==> config.mk <==
export PLATFORM = sky130hd
export DESIGN_NAME = ex_muldiv_sequencer_flat
export DESIGN_NICKNAME = d
export VERILOG_FILES = /design/src/rtl/ex_muldiv_sequencer_if.sv /design/src/rtl/ex_muldiv_sequencer.sv /design/src/flat_wrapper.sv
export SDC_FILE = /design/constraint.sdc
export NUM_CORES = 1
export LEC_CHECK = 0
export ABC_CLOCK_PERIOD_IN_PS = 3700
export CORE_ASPECT_RATIO = 1.25
export CORE_MARGIN = 5
export CORE_UTILIZATION = 25
export CTS_BUF_LIST = sky130_fd_sc_hd__clkbuf_8
export CTS_CLUSTER_DIAMETER = 80
export DETAILED_ROUTE_END_ITERATION = 7
export HOLD_SLACK_MARGIN = 0.05
export MAX_ROUTING_LAYER = met4
export PLACE_DENSITY = 0.51
export SETUP_SLACK_MARGIN = 0.05
export SYNTH_ARGS = -nofsm -noshare
export SYNTH_HDL_FRONTEND = slang
export SYNTH_SLANG_ARGS = --single-unit
==> constraint.sdc <==
create_clock -name Clk -period 3.7 [get_ports Clk]
set_clock_uncertainty 0.15 [all_clocks]
set_input_delay 0.925 -clock Clk [delete_from_list [all_inputs] [get_ports Clk]]
set_output_delay 0.925 -clock Clk [all_outputs]
set_load 0.005 [all_outputs]
==> src/rtl/ex_muldiv_sequencer_if.sv <==
// EX-stage bundle between the pipeline, the shared ALU and the MULTU/DIVU sequencer.
// The master modport drives requests and the ALU result; the slave modport is the sequencer.
interface ex_muldiv_sequencer_if;
   logic        Start_EX;
   logic [1:0]  Op_EX;
   logic [31:0] Read_Data_1_EX;
   logic [31:0] Read_Data_2_EX;
   logic [3:0]  Pipe_ALU_Control_EX;
   logic [31:0] Pipe_ALU_Data_1_EX;
   logic [31:0] Pipe_ALU_Data_2_EX;
   logic [31:0] ALU_Result_EX;
   logic [3:0]  ALU_Control_Out_EX;
   logic [31:0] ALU_Data_1_Out_EX;
   logic [31:0] ALU_Data_2_Out_EX;
   logic        Stall_EX;
   logic        Busy_EX;
   logic        Done_EX;
   logic [31:0] HI_EX;
   logic [31:0] LO_EX;
   logic        Div_Zero_EX;

   modport master (
      output Start_EX, Op_EX, Read_Data_1_EX, Read_Data_2_EX,
             Pipe_ALU_Control_EX, Pipe_ALU_Data_1_EX, Pipe_ALU_Data_2_EX, ALU_Result_EX,
      input  ALU_Control_Out_EX, ALU_Data_1_Out_EX, ALU_Data_2_Out_EX,
             Stall_EX, Busy_EX, Done_EX, HI_EX, LO_EX, Div_Zero_EX
   );

   modport slave (
      input  Start_EX, Op_EX, Read_Data_1_EX, Read_Data_2_EX,
             Pipe_ALU_Control_EX, Pipe_ALU_Data_1_EX, Pipe_ALU_Data_2_EX, ALU_Result_EX,
      output ALU_Control_Out_EX, ALU_Data_1_Out_EX, ALU_Data_2_Out_EX,
             Stall_EX, Busy_EX, Done_EX, HI_EX, LO_EX, Div_Zero_EX
   );
endinterface

==> src/rtl/ex_muldiv_sequencer.sv <==
// MULTU/DIVU sequencer borrowing the EX ALU: start at cycle 0, 32 iterations, Done in cycle 33.
// Stalls the pipeline from the accepting cycle through the last iteration; starts while busy are dropped.
module ex_muldiv_sequencer #(
   parameter logic [3:0] ALU_ADD = 4'b0010,
   parameter logic [3:0] ALU_SUB = 4'b0110,
   parameter int         ITER    = 32
) (
   input logic                  Clk,
   input logic                  Reset,
   ex_muldiv_sequencer_if.slave bus
);
   typedef enum logic [1:0] {IDLE, MUL, DIV, DONE} state_t;

   state_t      state;
   state_t      state_nxt;
   logic [31:0] hi;
   logic [31:0] lo;
   logic [31:0] m;
   logic [5:0]  count;
   logic        div_zero;
   logic        start_ok;
   logic        last_iter;
   logic [31:0] rem_shift;
   logic        carry;
   logic        take_sub;

   assign start_ok  = (state == IDLE) & bus.Start_EX & ~bus.Op_EX[1];
   assign last_iter = (count == 6'(ITER - 1));
   assign rem_shift = {hi[30:0], lo[31]};
   // The ALU returns only 32 bits, so the add carry is recovered by wraparound detection.
   assign carry     = (bus.ALU_Result_EX < hi);
   assign take_sub  = hi[31] | (rem_shift >= m);

   always_ff @(posedge Clk) begin
      if (Reset) state <= IDLE;
      else       state <= state_nxt;
   end

   always_comb begin
      state_nxt = state;
      case (state)
         IDLE:     if (start_ok) state_nxt = bus.Op_EX[0] ? DIV : MUL;
         MUL, DIV: if (last_iter) state_nxt = DONE;
         default:  state_nxt = IDLE;
      endcase
   end

   always_comb begin
      bus.ALU_Control_Out_EX = bus.Pipe_ALU_Control_EX;
      bus.ALU_Data_1_Out_EX  = bus.Pipe_ALU_Data_1_EX;
      bus.ALU_Data_2_Out_EX  = bus.Pipe_ALU_Data_2_EX;
      bus.Stall_EX           = start_ok;
      bus.Busy_EX            = 1'b0;
      bus.Done_EX            = 1'b0;
      case (state)
         MUL: begin
            bus.ALU_Control_Out_EX = ALU_ADD;
            bus.ALU_Data_1_Out_EX  = hi;
            bus.ALU_Data_2_Out_EX  = m;
            bus.Stall_EX           = 1'b1;
            bus.Busy_EX            = 1'b1;
         end
         DIV: begin
            bus.ALU_Control_Out_EX = ALU_SUB;
            bus.ALU_Data_1_Out_EX  = rem_shift;
            bus.ALU_Data_2_Out_EX  = m;
            bus.Stall_EX           = 1'b1;
            bus.Busy_EX            = 1'b1;
         end
         DONE:    bus.Done_EX = 1'b1;
         default: ;
      endcase
   end

   always_ff @(posedge Clk) begin
      if (Reset) begin
         hi       <= '0;
         lo       <= '0;
         m        <= '0;
         count    <= '0;
         div_zero <= 1'b0;
      end else begin
         case (state)
            IDLE: if (start_ok) begin
               hi       <= '0;
               lo       <= bus.Op_EX[0] ? bus.Read_Data_1_EX : bus.Read_Data_2_EX;
               m        <= bus.Op_EX[0] ? bus.Read_Data_2_EX : bus.Read_Data_1_EX;
               count    <= '0;
               div_zero <= 1'b0;
            end
            MUL: begin
               count <= count + 6'd1;
               if (lo[0]) {hi, lo} <= {carry, bus.ALU_Result_EX, lo[31:1]};
               else       {hi, lo} <= {1'b0, hi, lo[31:1]};
            end
            DIV: begin
               count <= count + 6'd1;
               if (take_sub) begin
                  hi <= bus.ALU_Result_EX;
                  lo <= {lo[30:0], 1'b1};
               end else begin
                  hi <= rem_shift;
                  lo <= {lo[30:0], 1'b0};
               end
               // Zero divisor needs no special datapath; the flag just rides along with Done.
               if (last_iter) div_zero <= (m == 32'd0);
            end
            default: ;
         endcase
      end
   end

   assign bus.HI_EX       = hi;
   assign bus.LO_EX       = lo;
   assign bus.Div_Zero_EX = div_zero;
endmodule
==> src/flat_wrapper.sv <==
// flat-port wrapper written by rule: the top's interface ports become plain ports
module ex_muldiv_sequencer_flat 
#(
   parameter logic [3:0] ALU_ADD = 4'b0010,
   parameter logic [3:0] ALU_SUB = 4'b0110,
   parameter int         ITER    = 32
)
  (Clk, Reset, bus_Start_EX, bus_Op_EX, bus_Read_Data_1_EX, bus_Read_Data_2_EX, bus_Pipe_ALU_Control_EX, bus_Pipe_ALU_Data_1_EX, bus_Pipe_ALU_Data_2_EX, bus_ALU_Result_EX, bus_ALU_Control_Out_EX, bus_ALU_Data_1_Out_EX, bus_ALU_Data_2_Out_EX, bus_Stall_EX, bus_Busy_EX, bus_Done_EX, bus_HI_EX, bus_LO_EX, bus_Div_Zero_EX);
  ex_muldiv_sequencer_if bus_i ();
  input logic Clk;
  input logic Reset;
  input wire logic [$bits(bus_i.Start_EX)-1:0] bus_Start_EX;
  input wire logic [$bits(bus_i.Op_EX)-1:0] bus_Op_EX;
  input wire logic [$bits(bus_i.Read_Data_1_EX)-1:0] bus_Read_Data_1_EX;
  input wire logic [$bits(bus_i.Read_Data_2_EX)-1:0] bus_Read_Data_2_EX;
  input wire logic [$bits(bus_i.Pipe_ALU_Control_EX)-1:0] bus_Pipe_ALU_Control_EX;
  input wire logic [$bits(bus_i.Pipe_ALU_Data_1_EX)-1:0] bus_Pipe_ALU_Data_1_EX;
  input wire logic [$bits(bus_i.Pipe_ALU_Data_2_EX)-1:0] bus_Pipe_ALU_Data_2_EX;
  input wire logic [$bits(bus_i.ALU_Result_EX)-1:0] bus_ALU_Result_EX;
  output wire logic [$bits(bus_i.ALU_Control_Out_EX)-1:0] bus_ALU_Control_Out_EX;
  output wire logic [$bits(bus_i.ALU_Data_1_Out_EX)-1:0] bus_ALU_Data_1_Out_EX;
  output wire logic [$bits(bus_i.ALU_Data_2_Out_EX)-1:0] bus_ALU_Data_2_Out_EX;
  output wire logic [$bits(bus_i.Stall_EX)-1:0] bus_Stall_EX;
  output wire logic [$bits(bus_i.Busy_EX)-1:0] bus_Busy_EX;
  output wire logic [$bits(bus_i.Done_EX)-1:0] bus_Done_EX;
  output wire logic [$bits(bus_i.HI_EX)-1:0] bus_HI_EX;
  output wire logic [$bits(bus_i.LO_EX)-1:0] bus_LO_EX;
  output wire logic [$bits(bus_i.Div_Zero_EX)-1:0] bus_Div_Zero_EX;
  assign bus_i.Start_EX = bus_Start_EX;
  assign bus_i.Op_EX = bus_Op_EX;
  assign bus_i.Read_Data_1_EX = bus_Read_Data_1_EX;
  assign bus_i.Read_Data_2_EX = bus_Read_Data_2_EX;
  assign bus_i.Pipe_ALU_Control_EX = bus_Pipe_ALU_Control_EX;
  assign bus_i.Pipe_ALU_Data_1_EX = bus_Pipe_ALU_Data_1_EX;
  assign bus_i.Pipe_ALU_Data_2_EX = bus_Pipe_ALU_Data_2_EX;
  assign bus_i.ALU_Result_EX = bus_ALU_Result_EX;
  assign bus_ALU_Control_Out_EX = bus_i.ALU_Control_Out_EX;
  assign bus_ALU_Data_1_Out_EX = bus_i.ALU_Data_1_Out_EX;
  assign bus_ALU_Data_2_Out_EX = bus_i.ALU_Data_2_Out_EX;
  assign bus_Stall_EX = bus_i.Stall_EX;
  assign bus_Busy_EX = bus_i.Busy_EX;
  assign bus_Done_EX = bus_i.Done_EX;
  assign bus_HI_EX = bus_i.HI_EX;
  assign bus_LO_EX = bus_i.LO_EX;
  assign bus_Div_Zero_EX = bus_i.Div_Zero_EX;
  ex_muldiv_sequencer #(.ALU_ADD(ALU_ADD), .ALU_SUB(ALU_SUB), .ITER(ITER)) u_core (.Clk(Clk), .Reset(Reset), .bus(bus_i));
endmodule
# [Word level (Yosys, flattened, before mapping)]
# Index checks and enable logic that the tools add are counted.
# W data, S select, Z words.
[word_totals] ff_bits=105 input_bits=169 output_inout_bits=136 word_cells=56
[op_classes] add_sub_neg=1 order_cmp=2 eq_ne=7 muxes=25 n_bitwise=4 n_reduce_logical=11
[ops] operator="$mux W32" count=8
[ops] operator="$pmux W32 S3" count=2
[ops] operator="$pmux W32 S2" count=1
[ops] operator="$ge A32 B32 Y1" count=1
[ops] operator="$logic_not A32 Y1" count=1
[ops] operator="$lt A32 B32 Y1" count=1
[ops] operator="$pmux W6 S2" count=1
[ops] operator="$pmux W4 S2" count=1
[ops] operator="$reduce_and A2 Y1" count=4
[ops] operator="$add A6 B1 Y6 const B" count=1
[ops] operator="$eq A6 B5 Y1 const B" count=1
[ops] operator="$mux W1" count=6
[ops] operator="$mux W2" count=3
[ops] operator="$mux W6" count=1
[ops] operator="$ne A2 B1 Y1 const B" count=3
[ops] operator="$eq A2 B2 Y1 const B" count=2
[ops] operator="$pmux W2 S2" count=1
[ops] operator="$reduce_bool A2 Y1" count=2
[ops] operator="$reduce_and A3 Y1" count=1
[ops] operator="$reduce_bool A3 Y1" count=1
[ops] operator="$and A1 B1 Y1" count=2
[ops] operator="$eq A2 B1 Y1 const B" count=1
[ops] operator="$logic_not A2 Y1" count=1
[ops] operator="$pmux W1 S2" count=1
[ops] operator="3 further kinds" count=3

# [Depth between registers and ports, before layout]
[depth] ltp_word=5 ltp_mapped=10 depth_no_buf=9

# [Worst setup path before layout]
# OpenSTA, ideal clock, no wires.
[synth_timing] kind="register -> output" startpoint="register u_core.state[0]" endpoint="output bus_ALU_Data_1_Out_EX[0]" t_arrival_ps=1909 path_slack_ps=716 stages_incl_launch_ff=8 cell_sequence="dfxtp_1 -> inv_1 -> ha_1 -> clkbuf_1 -> clkbuf_1 -> clkbuf_1 -> buf_1 -> a21oi_1"
[synth_via] elab_chain_cells=2 elab_cells_between_ends=3 cone_classes="eq/ne (2); mux (1)"
[synth_rtl] element="from (decl)" line="ex_muldiv_sequencer.sv:14" text="state_t state;"
[synth_rtl] element="from (signal assigned)" line="ex_muldiv_sequencer.sv:36" text="else state <= state_nxt;"
[synth_rtl] element="$eq A2 B2 Y1 or $eq A2 B1 Y1 (tied branches)" line="ex_muldiv_sequencer.sv:55" text="case (state)"
[synth_rtl] element="$pmux W32 S2 *" line="ex_muldiv_sequencer.sv:55"
[synth_rtl] element="to (decl)" line="flat_wrapper.sv:21" text="output wire logic [$bits(bus_i.ALU_Data_1_Out_EX)-1:0] bus_ALU_Data_1_Out_EX;"
# Every way passes the cells marked *; elsewhere a longest branch is shown, timed or not.

# [Final worst setup path]
[layout_timing] startpoint="register u_core.state[0]" endpoint="output bus_ALU_Data_2_Out_EX[30]"
[layout_via] elab_chain_cells=3 elab_cells_between_ends=4 cone_classes="eq/ne (2); mux (1); reduce/logical (1)"
[layout_rtl] element="$eq A2 B1 Y1 or $eq A2 B2 Y1 (tied branches)" line="ex_muldiv_sequencer.sv:55"
[layout_rtl] element="$reduce_or A2 Y1 (no source line) *"
[layout_rtl] element="$mux W32 *" line="ex_muldiv_sequencer.sv:55"
[layout_rtl] element="to (decl)" line="flat_wrapper.sv:22" text="output wire logic [$bits(bus_i.ALU_Data_2_Out_EX)-1:0] bus_ALU_Data_2_Out_EX;"
# Marked as above.

==> impl_metrics.csv <==
group,metric,value,unit
routing,wl,33100,um
hold_path,hp-class,"reg2reg",
timing,min_period,3.51,ns
pwr,p_int,4310,uW
floorplanning,die_area,36800,um2
global_route,grt_overflow_total,0,
yosys,yosys_warnings,0,
yosys,async_flop_share,0,%
routing,ant_nets,0,
placed_design,portBuffers,304,
cts,cts_buffer_depth,2,
timing,clock.fmax,0.285,GHz
placed_design,dpl_cell_area,12000,um2
setup_path,cp.arrival,2.44,ns
global_route,antenna_found_initial,0,
timing,rsz0062_at_grt,"false",
floorplanning,die_w,173,um
yosys,ys_types,51,
setup_path,critPathSlowestCell,"clkdlybuf4s50_1",
floorplanning,rows,74,
yosys,avgSynthCellArea,8.39,um2
routing,wl_per_cell,19.4,um
routing,vias,8591,
timing,holdWs,0.358,ns
yosys,synth-edff-count,0,
global_route,grt_use_total,17.7,%
pwr,swShare,43.1,%
timing,hold_violations,0,
yosys,synth_top_area_cell,"dfxtp_1",
final_layout,synthToLayoutAreaGrowth,47.5,%
floorplanning,pin_count,305,
setup_path,cp_max_fo,24,
cts,numCtsBuffers,9,
final_layout,finalInstanceArea,12200,um2
timing,slew_headroom,37.7,%
pwr,seq_power_share,20.8,%
routing,drt_pass1_iterations,5,
pwr,ir_drop,0.360,mV
cts,htree_levels,3,
placed_design,gp_congestion,0.783,
pwr,clkPwrFrac,10.2,%
routing,drtIter0Drc,385,
timing,fin_tns_setup,0,ns
setup_path,crit_family,"buffers and inverters",
global_route,grt_pass1_wl,50600,um
setup_path,crit_buf_inv,3,
yosys,synth.ff_latch_count,105,
setup_path,crit_type,"reg2out",
cts,worstSkewPairLatency,0.42,ns
final_layout,nets,1516,
yosys,yosys-top-cells-area,"dfxtp_1 25%, mux2i_1 15%, ha_1 10%",
timing,tightest_slew,0.935,ns
yosys,synthFlopType,"dfxtp_1",
outcome,status,"completed",
pwr,p_leak,0.00469,uW
yosys,netlist_area,8270,um2
timing,drv_slew,0,
floorplanning,fp.dieH,213,um
routing,vias_per_cell,5.04,
pwr,p_per_area,622,nW/um2
setup_path,crit_path_end_kind,"output port",
yosys,synth.top_cell.area_share,25.4,%
floorplanning,start_util,25.3,%
routing,drc_errors,0,
final_layout,fill_cells,3383,
final_layout,drive_gt1_share,9.50,%
yosys,yosysSeqAreaShare,25.4,%
flow_run,drv_cap,0,
yosys,synth_cells,986,
cts,clock-sinks,105,
pwr,combPwrFrac,69.0,%
placed_design,hpwl,25500,um
floorplanning,core_area,32700,um2
cts,cts-root-buf,"clkbuf_8",
cts,clk_pin_slew,0.12,ns
yosys,syn_nets,1223,
setup_path,crit_chain,"inv_1, ha_4, buf_6, mux2_2, clkdlybuf4s50_1",
pwr,switchingPower,3270,uW
setup_path,start_kind,"register",
global_route,grt_max_degree,65,
setup_path,crit_required,2.62,ns
timing,post-route-period-util,94.9,%
setup_path,max_stage_delay,0.48,ns
cts,cts_tree,"done",
global_route,first_global_vias,8559,
final_layout,final_util,37.3,%
timing,setup_viol,0,
## Yosys cell counts (5+ instances only)
cell	number
nor4_1	10
o21ai_0	15
dfxtp_1	105
dlygate4sd3_1	5
nor2_1	111
buf_1	9
mux2i_1	127
mux2_2	34
a211oi_1	64
clkbuf_1	54
a221oi_1	31
o221ai_1	31
ha_1	68
a21oi_1	93
a21o_1	5
inv_1	71
nor2b_1	5
a22oi_1	33
nand4_1	10
dlygate4sd1_1	7
nand2_1	50
## power groups by stage
stage / Sequential [uW] / Combinational (uW) / Clock (uW)
final: 1580 / 5230 / 774
after global routing: 1620 / 5730 / 849
after CTS: 1580 / 5290 / 813
after detailed placement: 1610 / 5250 / 0
after global placement: 1600 / 5240 / 0
after floorplan: 1520 / 2700 / 0
## through the flow
step           cells  total power, uW  worst slack, ns
3_3_place_gp    1685             6840            0.361
5_1_grt         1702             8190           0.0511
4_1_cts         1701             7690           0.0663
2_1_floorplan    986             4220            0.716
3_5_place_dp    1685             6860            0.314
6_report        1704             7580            0.187
## flip-flops by register name (all words and copies together), names as in the netlist
signal	flops
u_core.bus.LO_EX	32
u_core.bus.Div_Zero_EX	1
u_core.state	2
u_core.bus.HI_EX	32
u_core.count	6
u_core.m	32
## per-layer routing
metal / global-route usage (%) / vias to the layer above / wire length [um]
li1: - / 4281 / -
met2: 29.7 / 247 / 16100
met1: 22.5 / 4043 / 14900
met5: - / - / 0
met3: 3.35 / 20 / 1720
met4: 3.74 / 0 / 386
## kinds of logic (layout without fill, tap and decap cells)
family | after synthesis | count (layout) | synth area share (%)
xor+xnor | 3 | 3 | 0.318
mux | 161 | 161 | 20.0
compound gates | 297 | 297 | 25.3
other cells | 0 | 2 | 0
flops | 105 | 105 | 25.4
fa+ha+maj | 68 | 68 | 10.3
simple gates | 203 | 203 | 10.5
buf+inv | 149 | 447 | 8.15
## path summary, 6_finish.rpt
| check | startpoint | endpoint | slack [ns] | cells after the start |
|---|---|---|---|---|
| worst max-delay path | u_core.state[0] | bus_ALU_Data_2_Out_EX[30] | 0.19 | 5 |
| worst min-delay path | u_core.count[5] | u_core.count[5] | 0.36 | 2 |
| worst max register to register | u_core.m[30] | u_core.bus.HI_EX[29] | 0.31 | 10 |
| worst min register to register | u_core.count[5] | u_core.count[5] | 0.36 | 2 |
## final cells by class
class	count	area (um2)	area share (%)
multi-input combinational	732	5540	45.4
timing repair buffer	360	3560	29.2
sequential	105	2100	17.2
tap	418	523	4.29
inverter	71	267	2.18
clock buffer	9	124	1.02
clock inverter	7	76.3	0.626
antenna	2	5.00	0.0410
## tightest hold or removal path, cell delays in order (launching register included)
cell     delay, ns
dfxtp_1       0.34
o21ai_0       0.07
a21oi_1       0.06
## repair_timing
action	in CTS	in global routing
setup endpoints to repair	10	15
hold buffers	0	0
setup buffers	0	1
resized for setup	1	1
endpoints found under the hold margin	0	0
pin swaps	0	1
## placed cells by master, fill, tap and decap left out, drive strengths merged, types with 3 or more instances in the layout
cell / n
inv: 73
o211ai: 3
o21ai: 18
a22oi: 33
a221oi: 31
a211oi: 64
nor2b: 5
a21oi: 93
mux2: 34
nor3: 3
nor2: 111
clkdlybuf4s50: 302
buf: 58
or3: 3
nand2: 50
clkbuf: 9
nor4: 10
mux2i: 127
xor2: 3
ha: 68
a21o: 6
clkinv: 3
dfxtp: 105
o221ai: 32
nand4: 10
nand3b: 3
nand3: 3
No activity file was read; power rests on OpenSTA's default activity.
